--- src/rtl/xlr8_dbg_mailbox.sv ---
`timescale 1ns/1ps
// xlr8_dbg_mailbox
//   Debug mailbox on the AVR I/O bus. Software writes bytes into a TX FIFO
//   that drains over a valid/ready stream. The host fills an RX FIFO that
//   software reads. The END register latches a finish code and reports it
//   only after the TX FIFO has drained.
// Ports:
//   clk, rstn, clken            clock, async active-low reset, block enable
//   adr, dbus_in, iore, iowe    I/O bus request
//   dbus_out, io_out_en         I/O bus read data and its qualifier
//   tx_data/tx_valid/tx_ready   TX stream out
//   rx_data/rx_valid/rx_ready   RX stream in
//   ckpt_valid, ckpt_code       checkpoint pulse and last checkpoint value
//   end_valid, end_code, end_fail  end-of-test status
module xlr8_dbg_mailbox #(
   parameter int         TX_DEPTH = 16,
   parameter int         RX_DEPTH = 4,
   parameter logic [5:0] TXD_ADR  = 6'h2B,
   parameter logic [5:0] RXD_ADR  = 6'h2C,
   parameter logic [5:0] STAT_ADR = 6'h2D,
   parameter logic [5:0] END_ADR  = 6'h2E
) (
   input  logic       clk,
   input  logic       rstn,
   input  logic       clken,
   input  logic [5:0] adr,
   input  logic [7:0] dbus_in,
   input  logic       iore,
   input  logic       iowe,
   output logic [7:0] dbus_out,
   output logic       io_out_en,
   output logic [7:0] tx_data,
   output logic       tx_valid,
   input  logic       tx_ready,
   input  logic [7:0] rx_data,
   input  logic       rx_valid,
   output logic       rx_ready,
   output logic       ckpt_valid,
   output logic [6:0] ckpt_code,
   output logic       end_valid,
   output logic [6:0] end_code,
   output logic       end_fail
);
   localparam int TAW = $clog2(TX_DEPTH);
   localparam int RAW = $clog2(RX_DEPTH);

   typedef enum logic [1:0] {RUN = 2'd0, DRAIN = 2'd1, DONE = 2'd2} state_t;

   state_t state, state_nxt;

   // Bus decode; nothing takes effect while the block is disabled.
   logic tx_wr, rx_rd, stat_wr, end_wr;
   assign tx_wr   = clken & iowe & (adr == TXD_ADR);
   assign stat_wr = clken & iowe & (adr == STAT_ADR);
   assign end_wr  = clken & iowe & (adr == END_ADR);
   assign rx_rd   = clken & iore & (adr == RXD_ADR);

   // ---------------- TX FIFO ----------------
   // Pointers carry an extra wrap bit so all TX_DEPTH entries are usable.
   logic [7:0]   tx_mem [TX_DEPTH];
   logic [TAW:0] tx_wp, tx_rp, tx_cnt, tx_cnt_nxt;
   logic         tx_full, tx_empty, tx_push, tx_pop;

   assign tx_cnt   = tx_wp - tx_rp;
   assign tx_full  = (tx_cnt == (TAW+1)'(TX_DEPTH));
   assign tx_empty = (tx_wp == tx_rp);
   assign tx_valid = ~tx_empty & clken;
   assign tx_pop   = tx_valid & tx_ready;
   // A full FIFO still takes a write when the head leaves in the same cycle.
   assign tx_push  = tx_wr & (~tx_full | tx_pop);
   assign tx_data  = tx_valid ? tx_mem[tx_rp[TAW-1:0]] : 8'h00;
   assign tx_cnt_nxt = tx_cnt + (TAW+1)'(tx_push) - (TAW+1)'(tx_pop);

   always_ff @(posedge clk) begin
      if (tx_push) tx_mem[tx_wp[TAW-1:0]] <= dbus_in;
   end

   always_ff @(posedge clk or negedge rstn) begin
      if (!rstn) begin
         tx_wp <= '0;
         tx_rp <= '0;
      end else begin
         if (tx_push) tx_wp <= tx_wp + 1'b1;
         if (tx_pop)  tx_rp <= tx_rp + 1'b1;
      end
   end

   // ---------------- RX FIFO ----------------
   logic [7:0]   rx_mem [RX_DEPTH];
   logic [RAW:0] rx_wp, rx_rp;
   logic         rx_full, rx_empty, rx_push, rx_pop;
   logic [7:0]   rx_head;

   assign rx_empty = (rx_wp == rx_rp);
   assign rx_full  = (rx_wp - rx_rp) == (RAW+1)'(RX_DEPTH);
   assign rx_ready = ~rx_full & clken;
   assign rx_push  = rx_valid & rx_ready;
   assign rx_pop   = rx_rd & ~rx_empty;
   assign rx_head  = rx_empty ? 8'h00 : rx_mem[rx_rp[RAW-1:0]];

   always_ff @(posedge clk) begin
      if (rx_push) rx_mem[rx_wp[RAW-1:0]] <= rx_data;
   end

   always_ff @(posedge clk or negedge rstn) begin
      if (!rstn) begin
         rx_wp <= '0;
         rx_rp <= '0;
      end else begin
         if (rx_push) rx_wp <= rx_wp + 1'b1;
         if (rx_pop)  rx_rp <= rx_rp + 1'b1;
      end
   end

   // ---------------- sticky flags, checkpoint, end code ----------------
   logic tx_ovf, rx_unf;

   always_ff @(posedge clk or negedge rstn) begin
      if (!rstn) begin
         tx_ovf     <= 1'b0;
         rx_unf     <= 1'b0;
         ckpt_valid <= 1'b0;
         ckpt_code  <= '0;
         end_code   <= '0;
      end else if (clken) begin
         if (tx_wr & tx_full & ~tx_pop)    tx_ovf <= 1'b1;
         else if (stat_wr & dbus_in[3])    tx_ovf <= 1'b0;
         if (rx_rd & rx_empty)             rx_unf <= 1'b1;
         else if (stat_wr & dbus_in[4])    rx_unf <= 1'b0;
         ckpt_valid <= end_wr & ~dbus_in[7];
         if (end_wr & ~dbus_in[7])         ckpt_code <= dbus_in[6:0];
         // Only the first finish code is kept.
         if (end_wr & dbus_in[7] & (state == RUN)) end_code <= dbus_in[6:0];
      end
   end

   // ---------------- end-of-test FSM ----------------
   always_ff @(posedge clk or negedge rstn) begin
      if (!rstn) state <= RUN;
      else       state <= state_nxt;
   end

   always_comb begin
      state_nxt = state;
      case (state)
         RUN:     if (end_wr & dbus_in[7]) state_nxt = DRAIN;
         // Look at the post-edge count so the final pop itself completes
         // the drain; fresh TX writes keep us here.
         DRAIN:   if (clken && tx_cnt_nxt == '0) state_nxt = DONE;
         default: state_nxt = state;
      endcase
   end

   always_comb begin
      end_valid = (state == DONE);
      end_fail  = (state == DONE) & (|end_code);
   end

   // ---------------- read path ----------------
   logic [7:0] stat;
   assign stat = {1'b0, state, rx_unf, tx_ovf, ~rx_empty, tx_empty, tx_full};
   assign io_out_en = iore & clken & ((adr == RXD_ADR) | (adr == STAT_ADR));

   always_comb begin
      dbus_out = 8'h00;
      if (io_out_en) dbus_out = (adr == RXD_ADR) ? rx_head : stat;
   end

endmodule

--- config.mk ---
export PLATFORM = sky130hd
export DESIGN_NAME = xlr8_dbg_mailbox
export DESIGN_NICKNAME = d
export VERILOG_FILES = /design/src/rtl/xlr8_dbg_mailbox.sv
export SDC_FILE = /design/constraint.sdc
export NUM_CORES = 1
export LEC_CHECK = 0
export ABC_AREA = 0
export ABC_CLOCK_PERIOD_IN_PS = 5500
export CAP_MARGIN = 20
export CORE_UTILIZATION = 50
export CTS_BUF_LIST = sky130_fd_sc_hd__clkbuf_8
export DETAILED_ROUTE_END_ITERATION = 16
export GPL_ROUTABILITY_DRIVEN = 1
export PLACE_DENSITY_LB_ADDON = 0.25
export SLEW_MARGIN = 0
export SYNTH_ARGS = -nofsm -noshare
export SYNTH_HDL_FRONTEND = slang
export SYNTH_SLANG_ARGS = --single-unit
--- constraint.sdc ---
create_clock -name clk -period 5.5 [get_ports clk]
set_input_delay 0.55 -clock clk [delete_from_list [all_inputs] [get_ports clk]]
set_output_delay 0.55 -clock clk [all_outputs]
set_load 0.02 [all_outputs]
==> key figures, run 1 <==
Run status
  – Status: completed

STA
  – Fin crit share: 0.8355
  – Final Skew: about 0.024 ns
  – Setup WS post-layout: 0.9048 ns
  – Max_slew headroom: 0.3244
  – Final Hold Viols: 0
  – Achievable Freq: 217.6 MHz
  – Final setup viols: 0
  – Final Critical Period: 4.595 ns
  – Worst slew pin tran: 1.010 ns
  – Max-slew violations: 0
  – RSZ-0062 raised after global routing: false
  – Post-route setup TNS: 0 ns

Synth
  – Top cell type's share of synthesized area: 0.5771
  – Count leader, synth: edfxtp_1
  – Register area share after synthesis: 0.6823
  – Syn avg cell area: 17.98 µm²
  – Synth warnings: 0
  – Synth async-reset ratio: 0.1795
  – Syn nets: 516
  – Cell variety after synth: 46
  – Synth top area cells: edfxtp_1 58%, mux4_2 13%, dfrtp_1 11%, ha_1 3.3%, mux2_2 2.2%
  – Number of synthesized flops with an enable pin: 160
  – Syn Std Cell Area: 0.008325 mm²
  – Synth Register Bits: 195
  – Gate Count Post-Synth: 463
  – Area leader, netlist: edfxtp_1
  – Commonest cells post-synth: 160 x edfxtp_1, 48 x mux4_2, 35 x dfrtp_1
  – Synth Flop Type: edfxtp_1

Finish
  – Layout net count: between 500 and 600
  – Sequential Area: 0.005682 mm²
  – Fillers: roughly 1200
  – Inserted Diodes: 0
  – Non-filler instance count after layout: 762
  – Share of cells above drive strength 1: 0.2033
  – Area Growth Syn to Fin: 15.34%
  – Core Util, Final: 0.5980
  – Area of the multi-input gates: 0.002457 mm²
  – Fin area: 0.009603 mm²

Critical path
  – Critical R2R Launch: tx_rp[2]
  – Slowest CP cell: dfrtp_1
  – CP endpoint kind: register
  – Crit Reg-Reg Endpoint: state[1]
  – CP dominant cell by count: ha_1
  – Worst Path Required: 5.84 ns
  – Crit path cell chain: inv_1 > ha_1 > a21oi_1 > nand2_1 > xnor2_1 > ha_1 > nand3_1 > o41a_1 > inv_6 > ha_1 > inv_1 > ha_1 > fa_1 > a21oi_1 > o21bai_1 > xnor3_1 > and3_1 > or3_1
  – Reg2Reg Depth: 18
  – Critical Path Fanout Max: 12
  – Critical Path AT: 4.94 ns
  – Family with the most delay on the worst path: adder cells
  – Slowest stage delay, CP: 0.66 ns
  – Setup CP Type: register to register
  – Worst Setup Start Kind: register
  – R2R Setup Slk: roughly 0.9 ns
  – Worst Path Buf+Inv: 3

GRT
  – First-pass GRT wire length: 25520 µm
  – Largest net degree at the start of global routing: 36
  – Initial antenna violation count: 0
  – Global-route usage over all layers: 0.2111
  – Total global routing overflow: 0
  – Vias in the first global route: ~4500

Detailed routing
  – Vias: 4378
  – Starting DRC count in detailed routing: 384
  – Drt first pass iters: 5
  – Avg Vias per Cell: about 5.7
  – Drt wl/cell: 21.46 µm
  – DRC: 0
  – Post-DRT Antenna Nets: 0
  – Final WL: ~16000 µm

Min path
  – Worst min path class: primary input to asynchronous set/reset pin

Placed design
  – Pre-CTS setup slack: 0.8342 ns
  – RD Place Congestion: 0.8119
  – Final HPWL DP: 11120 µm
  – Port bufs: 64
  – Cell Area, Placed: just over 0.009 mm²
  – Cell total after placement: 729

Pwr
  – P_leak: ~3.4 nW
  – PwrDens: 410.2 mW/mm²
  – Worst vdd ir: 237.6 µV

CTS
  – Num CTS Buffers: 17
  – Clk sink count: about 200
  – CTS tree: done
  – Clock Path Buffers: 2
  – Htree depth: 4
  – Post-CTS Setup Inserts: 0
  – Hold buffer count at CTS: 0
  – Clk Latency, worst-skew pair: 0.48 ns
  – CTS resizes: 0
  – Clock Pin Slew Worst Setup and Hold Paths: approximately 0.10 ns
  – Root Buffer: clkbuf_8

Flow run
  – Max Cap Viol: 0

Die
  – Site row count: 46
  – # IOs: 65
  – Die X: approximately 130 µm
  – Initial Util: 0.5185
  – Core Region: between 0.015 and 0.02 mm²
  – Die area: 0.01717 mm²
  – Die span in y: 131.0 µm
cells by family after synthesis:
family / synth area share
AOI/OAI and AO/OA: 0.01443
xor gates and xnor gates: 0.02164
adders and majority gates: 0.03787
buffers and inverters: 0.02254
DFF: 0.6823
muxes: 0.1515
and+or+nand+nor: 0.06973
sequential cells by signal (all words and copies together) (netlist names):
| name | count |
|---|---|
| tx_rp | 5 |
| tx_ovf | 1 |
| rx_rp | 3 |
| end_code | 7 |
| rx_mem | 32 |
| tx_mem | 128 |
| ckpt_code | 7 |
| rx_wp | 3 |
| rx_unf | 1 |
| tx_wp | 5 |
| ckpt_valid | 1 |
| state | 2 |
power breakdown:
group          leakage [nW]  internal, W  total [W]  switching [W]
logic                  1.29     0.000613    0.00123       0.000619
clock network         0.209     0.000425   0.000964       0.000539
registers              1.90      0.00167    0.00174      0.0000754
layer usage:
layer / GRT usage / part of all wire / vias to the layer above
met5: 0 / 0 / -
met4: 0.07911 / 0.019 / 0
met3: 0.05293 / 0.056 / 21
met2: 0.3296 / 0.48 / 138
met1: 0.2889 / 0.44 / 2264
li1: - / - / 1955
worst max path at each step:
stage                        start       end  slack (ns)  depth (start not counted)
after global routing      tx_rp[2]  state[0]        0.58                         18
after floorplan           tx_rp[1]  state[1]        1.14                         19
after CTS                 tx_rp[2]  state[1]        0.93                         18
after global placement       clken  state[1]        1.03                         13
final                     tx_rp[2]  state[1]        0.90                         18
after detailed placement     clken  state[1]        0.83                         13
metrics by stage:
stage | power (W) | hold WS [ns]
after global placement | 0.002975 | 0.4776
after CTS | 0.003976 | 0.1785
after floorplan | 0.002675 | 0.2544
final | 0.003939 | 0.1792
after detailed placement | 0.003018 | 0.4835
after global routing | 0.004141 | 0.2299
layout make-up:
cell class	instances	share of cell area
flip-flops and latches	195	0.5917
multi-input cells	230	0.2559
repair buffers	71	0.07205
well taps	216	0.02814
clock buffers	17	0.02436
clock inverters	15	0.02033
inverters	18	0.007557
placed cells by master, fill, tap and decap left out, types with 3 or more instances in the layout:
cell type	Yosys	layout
edfxtp_1	160	160
clkdlybuf4s50_1	0	63
mux4_2	48	48
dfrtp_1	35	34
ha_1	22	22
nand2_1	19	19
and3_1	19	19
nor2_1	17	17
clkbuf_8	0	17
nand3_1	16	16
inv_1	16	16
mux2_2	16	16
xnor2_1	13	13
nor3_1	10	10
a21oi_1	6	6
buf_4	0	6
xor2_1	5	5
inv_6	1	4
o21ai_0	3	3
nor2b_1	3	3
nand4_1	3	3
clkinv_8	0	3
(Power assumes the default switching activity.)
==> run 2: changes to the inputs <==
Settings changed: ABC_CLOCK_PERIOD_IN_PS 5500 to 4000.
Clock period 5.5 ns to 4 ns, I/O delays scaled along.
==> key figures, run 2 (synthesis results as in run 1) <==
Run status
  – Status: completed

CTS
  – Hold buffer count at CTS: 0
  – Clk Latency, worst-skew pair: 0.47 ns
  – Htree depth: 4
  – Clock Path Buffers: 2
  – Root Buffer: clkbuf_8
  – CTS tree: done
  – Clock Pin Slew Worst Setup and Hold Paths: 0.09 ns
  – Num CTS Buffers: 17
  – Clk sink count: 195

Pwr
  – Reg power frac: 0.428
  – Psw: 0.001739 W
  – PwrDens: 563.7 mW/mm²
  – Gate power share: 0.348
  – Power consumption: 0.005511 W
  – Worst vdd ir: 299.1 µV
  – Int Pwr: between 0.003 and 0.004 W
  – P_leak: 3.473 nW
  – Sw Ratio: 0.3155
  – Clock Power Share: 0.223

Finish
  – Inserted Diodes: 0
  – Fillers: 1152
  – Number of flip-flops in the largest register: 128
  – Commonest non-fill, non-tap cell in the layout: edfxtp_1
  – Commonest non-fill, non-tap cells in the layout: 160 x edfxtp_1, 63 x clkdlybuf4s50_1, 48 x mux4_2
  – Area Growth Syn to Fin: 17.43%
  – Share of cells above drive strength 1: 0.2522
  – Layout net count: 603

GRT
  – Global-route usage over all layers: 0.2125
  – Largest net degree at the start of global routing: 36
  – Total global routing overflow: 0
  – Vias in the first global route: 4601
  – Initial antenna violation count: 0
  – First-pass GRT wire length: ~26000 µm

Detailed routing
  – Final WL: 16640 µm
  – Vias: 4413
  – DRC: 0
  – Avg Vias per Cell: 5.665
  – Starting DRC count in detailed routing: between 200 and 300
  – Drt wl/cell: 21.36 µm
  – Drt first pass iters: 5
  – Post-DRT Antenna Nets: 0

Critical path
  – Critical R2R Launch: tx_wp[1]
  – Critical Path AT: 4.16 ns
  – CP endpoint kind: register
  – Setup CP Type: register to register
  – Worst Path Required: between 4 and 5 ns
  – Critical Path Source: tx_wp[1]
  – Critical Path Fanout Max: 6
  – Worst Setup Start Kind: register

Min path
  – Worst min path class: primary input to asynchronous set/reset pin

Placed design
  – RD Place Congestion: 0.8033
  – Final HPWL DP: 11100 µm
  – Port bufs: 64

STA
  – Max_slew headroom: 0.4009
  – Final Hold Viols: 0
  – Achievable Freq: 262.7 MHz
  – Final Skew: 0.01219 ns
  – Worst slew pin tran: 0.8954 ns
  – Max-slew violations: 0
  – Final Critical Period: 3.807 ns
  – Fin crit share: 0.9518
  – Final setup viols: 0
  – Post-route setup TNS: 0 ns

Die
  – Site row count: 46
  – # IOs: 65
  – Die X: 131.0 µm
  – Core Region: between 0.015 and 0.02 mm²
  – Initial Util: 0.5185
  – Die area: 0.01717 mm²
  – Die span in y: approximately 130 µm

Flow run
  – Max Cap Viol: 0
[run 2: cell types whose count changed in the layout (fill, tap and decap cells not counted), sizes merged]
cell    change
buf        +17
clkinv      +2
bufinv      -1
inv         -1
[run 2: power groups by stage]
stage               Clock [W]  Sequential, W  Combinational (W)
floorplan                   0        0.00240            0.00131
global placement            0        0.00240            0.00176
detailed placement          0        0.00240            0.00180
CTS                   0.00125        0.00236            0.00188
global route          0.00132        0.00237            0.00210
finish                0.00123        0.00236            0.00192
[run 2: worst max-delay path: stages (launching register included)]
cell and delay, ns:
dfrtp_1 0.48, ha_1 0.35, nand3b_1 0.09, nand2_1 0.13, xnor2_2 0.18, ha_2 0.23, nand3_4 0.09, o41a_1 0.38
clkinv_4 0.08, ha_4 0.12, inv_2 0.04, ha_4 0.15, fa_2 0.41, a21oi_2 0.13, o21bai_1 0.09, xnor3_1 0.20
and3_4 0.19, or3_1 0.33
[run 2: area by class of cell]
cell class	instances	area [µm²]	share of cell area
sequential	195	5682	0.5811
multi-input combinational	230	2550	0.2608
timing repair buffer	88	815.8	0.08344
tap	216	270.3	0.02764
clock buffer	17	234.0	0.02393
clock inverter	15	152.6	0.01561
inverter	18	72.57	0.007423
[run 2: path summary, 6_finish.rpt]
| kind | end | slack (ns) | cells past startpoint |
|---|---|---|---|
| setup / recovery | state[1] | 0.19 | 17 |
| hold / removal | end_code[4] | 0.03 | 1 |
| setup reg to reg | state[1] | 0.19 | 17 |
| hold reg to reg | tx_wp[4] | 0.49 | 1 |
| max in group asynchronous | tx_rp[0] | 3.39 | 1 |
| min in group clk | tx_wp[4] | 0.49 | 1 |
[run 2: repair_timing]
action,CTS,global route
pin swaps,2,8
setup endpoints to repair,2,2
setup buffers,2,1
gates resized for setup,5,12
[run 2: metrics by stage]
step                      instances  hold WS (ns)  setup slack, ns  utilization  instance area, µm²
after floorplan                 463        0.1044         0.007905            -                8356
after global placement          744        0.4771           0.1021       0.5785                9290
after detailed placement        744        0.4792         -0.05460       0.5785                9290
after CTS                       778       0.03843         0.007072       0.6049                9713
after global routing            779       0.07876         -0.01158       0.6089                9777
final                           779       0.03017           0.1928       0.6089                9777
[run 2: per-layer routing]
layer  global-route usage  vias to the layer above  wire length (µm)  share of wire
met4              0.06761                        0               235          0.014
met2               0.3470                      125              8295           0.50
met5                    0                        -                 0              0
met3              0.04764                       18               787          0.047
li1                     -                     1993                 -              -
met1               0.2867                     2277              7322           0.44
==> run 3: changes to the inputs <==
Settings changed: REMOVE_ABC_BUFFERS set to 1.
==> key figures, run 3 (synthesis results as in run 1) <==
Run status
  – Status: complete, but fails checks
  – Failing checks: negative hold slack

CTS
  – Htree depth: 4
  – Clock Pin Slew Worst Setup and Hold Paths: roughly 0.090 ns
  – Num CTS Buffers: 17
  – Clock Path Buffers: 2
  – Clk sink count: 195
  – Root Buffer: clkbuf_8
  – CTS tree: done
  – Clk Latency, worst-skew pair: 0.47 ns

Die
  – Core Region: 0.01606 mm²
  – Site row count: 46
  – Die span in y: around 130 µm
  – Die area: 0.01717 mm²
  – # IOs: 65
  – Initial Util: 0.5185
  – Die X: 131.0 µm

GRT
  – Initial antenna violation count: 0
  – Global-route usage over all layers: 0.2085
  – First-pass GRT wire length: 25300 µm
  – Global Route met1 Usage: 0.2736
  – Total global routing overflow: 0
  – Vias in the first global route: approximately 4500
  – Met2 Resource Use GR: 0.3442
  – Largest net degree at the start of global routing: 36
  – M3 GR Usage: 0.04316
  – Gr busiest metal: met2

STA
  – Final Skew: just under 0.01 ns
  – RSZ-0062 raised after global routing: false
  – Worst slew pin tran: 0.9732 ns
  – Max_slew headroom: 0.3488
  – Final Hold Viols: 4
  – Hold_ws: -0.002070 ns
  – Achievable Freq: 261.8 MHz
  – Max-slew violations: 0
  – Final Critical Period: about 3.8 ns
  – Final setup viols: 0
  – Fin crit share: 0.9549

Detailed routing
  – Drt wl/cell: 20.74 µm
  – Final WL: 16160 µm
  – DRC: 0
  – Vias: 4406
  – Avg Vias per Cell: 5.656
  – Drt first pass iters: 4
  – Post-DRT Antenna Nets: 0
  – Starting DRC count in detailed routing: 337

Finish
  – Inserted Diodes: 0
  – Non-filler instance count after layout: 779
  – Core Util, Final: 0.6073
  – Commonest non-fill, non-tap cell in the layout: edfxtp_1
  – Area of the multi-input gates: 0.002545 mm²
  – Fillers: 1186
  – Commonest non-fill, non-tap cells in the layout: 160 x edfxtp_1, 63 x clkdlybuf4s50_1, 48 x mux4_2
  – Layout net count: 603
  – Share of cells above drive strength 1: 0.2504
  – Area Growth Syn to Fin: 17.13%
  – Number of flip-flops in the largest register: 128
  – Sequential Area: 0.005682 mm²

Placed design
  – RD Place Congestion: between 0.7 and 0.8
  – Cell total after placement: around 750
  – Port bufs: 64
  – Final HPWL DP: 11290 µm

Critical path
  – Crit path cell chain: inv_1 > ha_1 > inv_1 > fa_2 > xnor2_2 > ha_2 > nand3_2 > o41a_1 > clkinv_4 > ha_1 > inv_2 > ha_4 > fa_2 > a21oi_2 > o21bai_1 > xnor3_1 > and3_1 > or3_1
  – CP endpoint kind: register
  – Family with the most delay on the worst path: adder cells
  – Worst Setup Start Kind: register
  – Setup CP Type: register to register
  – Critical Path Fanout Max: 2
  – Worst Path Buf+Inv: 4
  – R2R Setup Slk: ~0.18 ns
  – Slowest CP cell: o41a_1
  – Critical Path AT: ~4.2 ns
  – Worst Path Required: 4.35 ns
  – Slowest stage delay, CP: 0.44 ns

Pwr
  – PwrDens: 564.7 mW/mm²
  – Worst vdd ir: 319.2 µV
  – P_leak: between 3 and 4 nW
  – Psw: between 0.0015 and 0.002 W
  – Reg power frac: 0.429
  – Gate power share: 0.354
  – Power consumption: 0.005507 W
  – Int Pwr: 0.003793 W
  – Sw Ratio: 0.3113
  – Clock Power Share: 0.217

Min path
  – Worst min path class: primary input to asynchronous set/reset pin

Flow run
  – Max Cap Viol: 0
run 3: final timing paths:
| kind | startpoint | end | cells after the start |
|---|---|---|---|
| min reg2reg | tx_wp[4] | tx_wp[4] | 1 |
| max reg2reg | tx_wp[0] | state[1] | 18 |
| max in group asynchronous | rstn | tx_rp[0] | 1 |
| min in group clk | tx_wp[4] | tx_wp[4] | 1 |
| min | rstn | tx_rp[1] | 1 |
| max | tx_wp[0] | state[1] | 18 |
run 3: repair_timing:
| action | in CTS | in global routing |
|---|---|---|
| endpoints found under the hold margin | 0 | 0 |
| endpoints found under the setup margin | 1 | 2 |
| buffers inserted | 0 | 2 |
| pin swaps | 0 | 8 |
| hold buffers | 0 | 0 |
| gates resized for setup | 3 | 17 |
run 3: power groups by stage:
stage	Clock (W)	Combinational [W]	Sequential, W
after floorplan	0	0.00109	0.00254
after global placement	0	0.00177	0.00240
after detailed placement	0	0.00182	0.00240
after CTS	0.00122	0.00185	0.00236
after global routing	0.00130	0.00212	0.00237
final	0.00120	0.00195	0.00236
run 3: metrics by stage:
step / setup TNS (ns) / cell area (µm²) / setup slack [ns] / hold WS [ns]
floorplan: -17.90 / 8210 / -1.239 / 0.1044
finish: 0 / 9752 / 0.1803 / -0.002070
CTS: 0 / 9667 / 0.0008686 / 0.01601
detailed placement: -0.007623 / 9283 / -0.007623 / 0.4802
global placement: 0 / 9268 / 0.1146 / 0.4781
global route: 0 / 9752 / 0.01924 / 0.06095
run 3: metal layers:
layer  share of wire  wire (µm)
met5               0          0
met4           0.012        187
met3           0.052        840
met2            0.52       8324
met1            0.42       6806
run 3: cell type report:
type | count | area share
sequential | 195 | 0.5826
multi-input combinational | 230 | 0.2610
timing repair buffer | 88 | 0.08365
tap | 216 | 0.02771
clock buffer | 17 | 0.02399
clock inverter | 15 | 0.01360
inverter | 18 | 0.007442
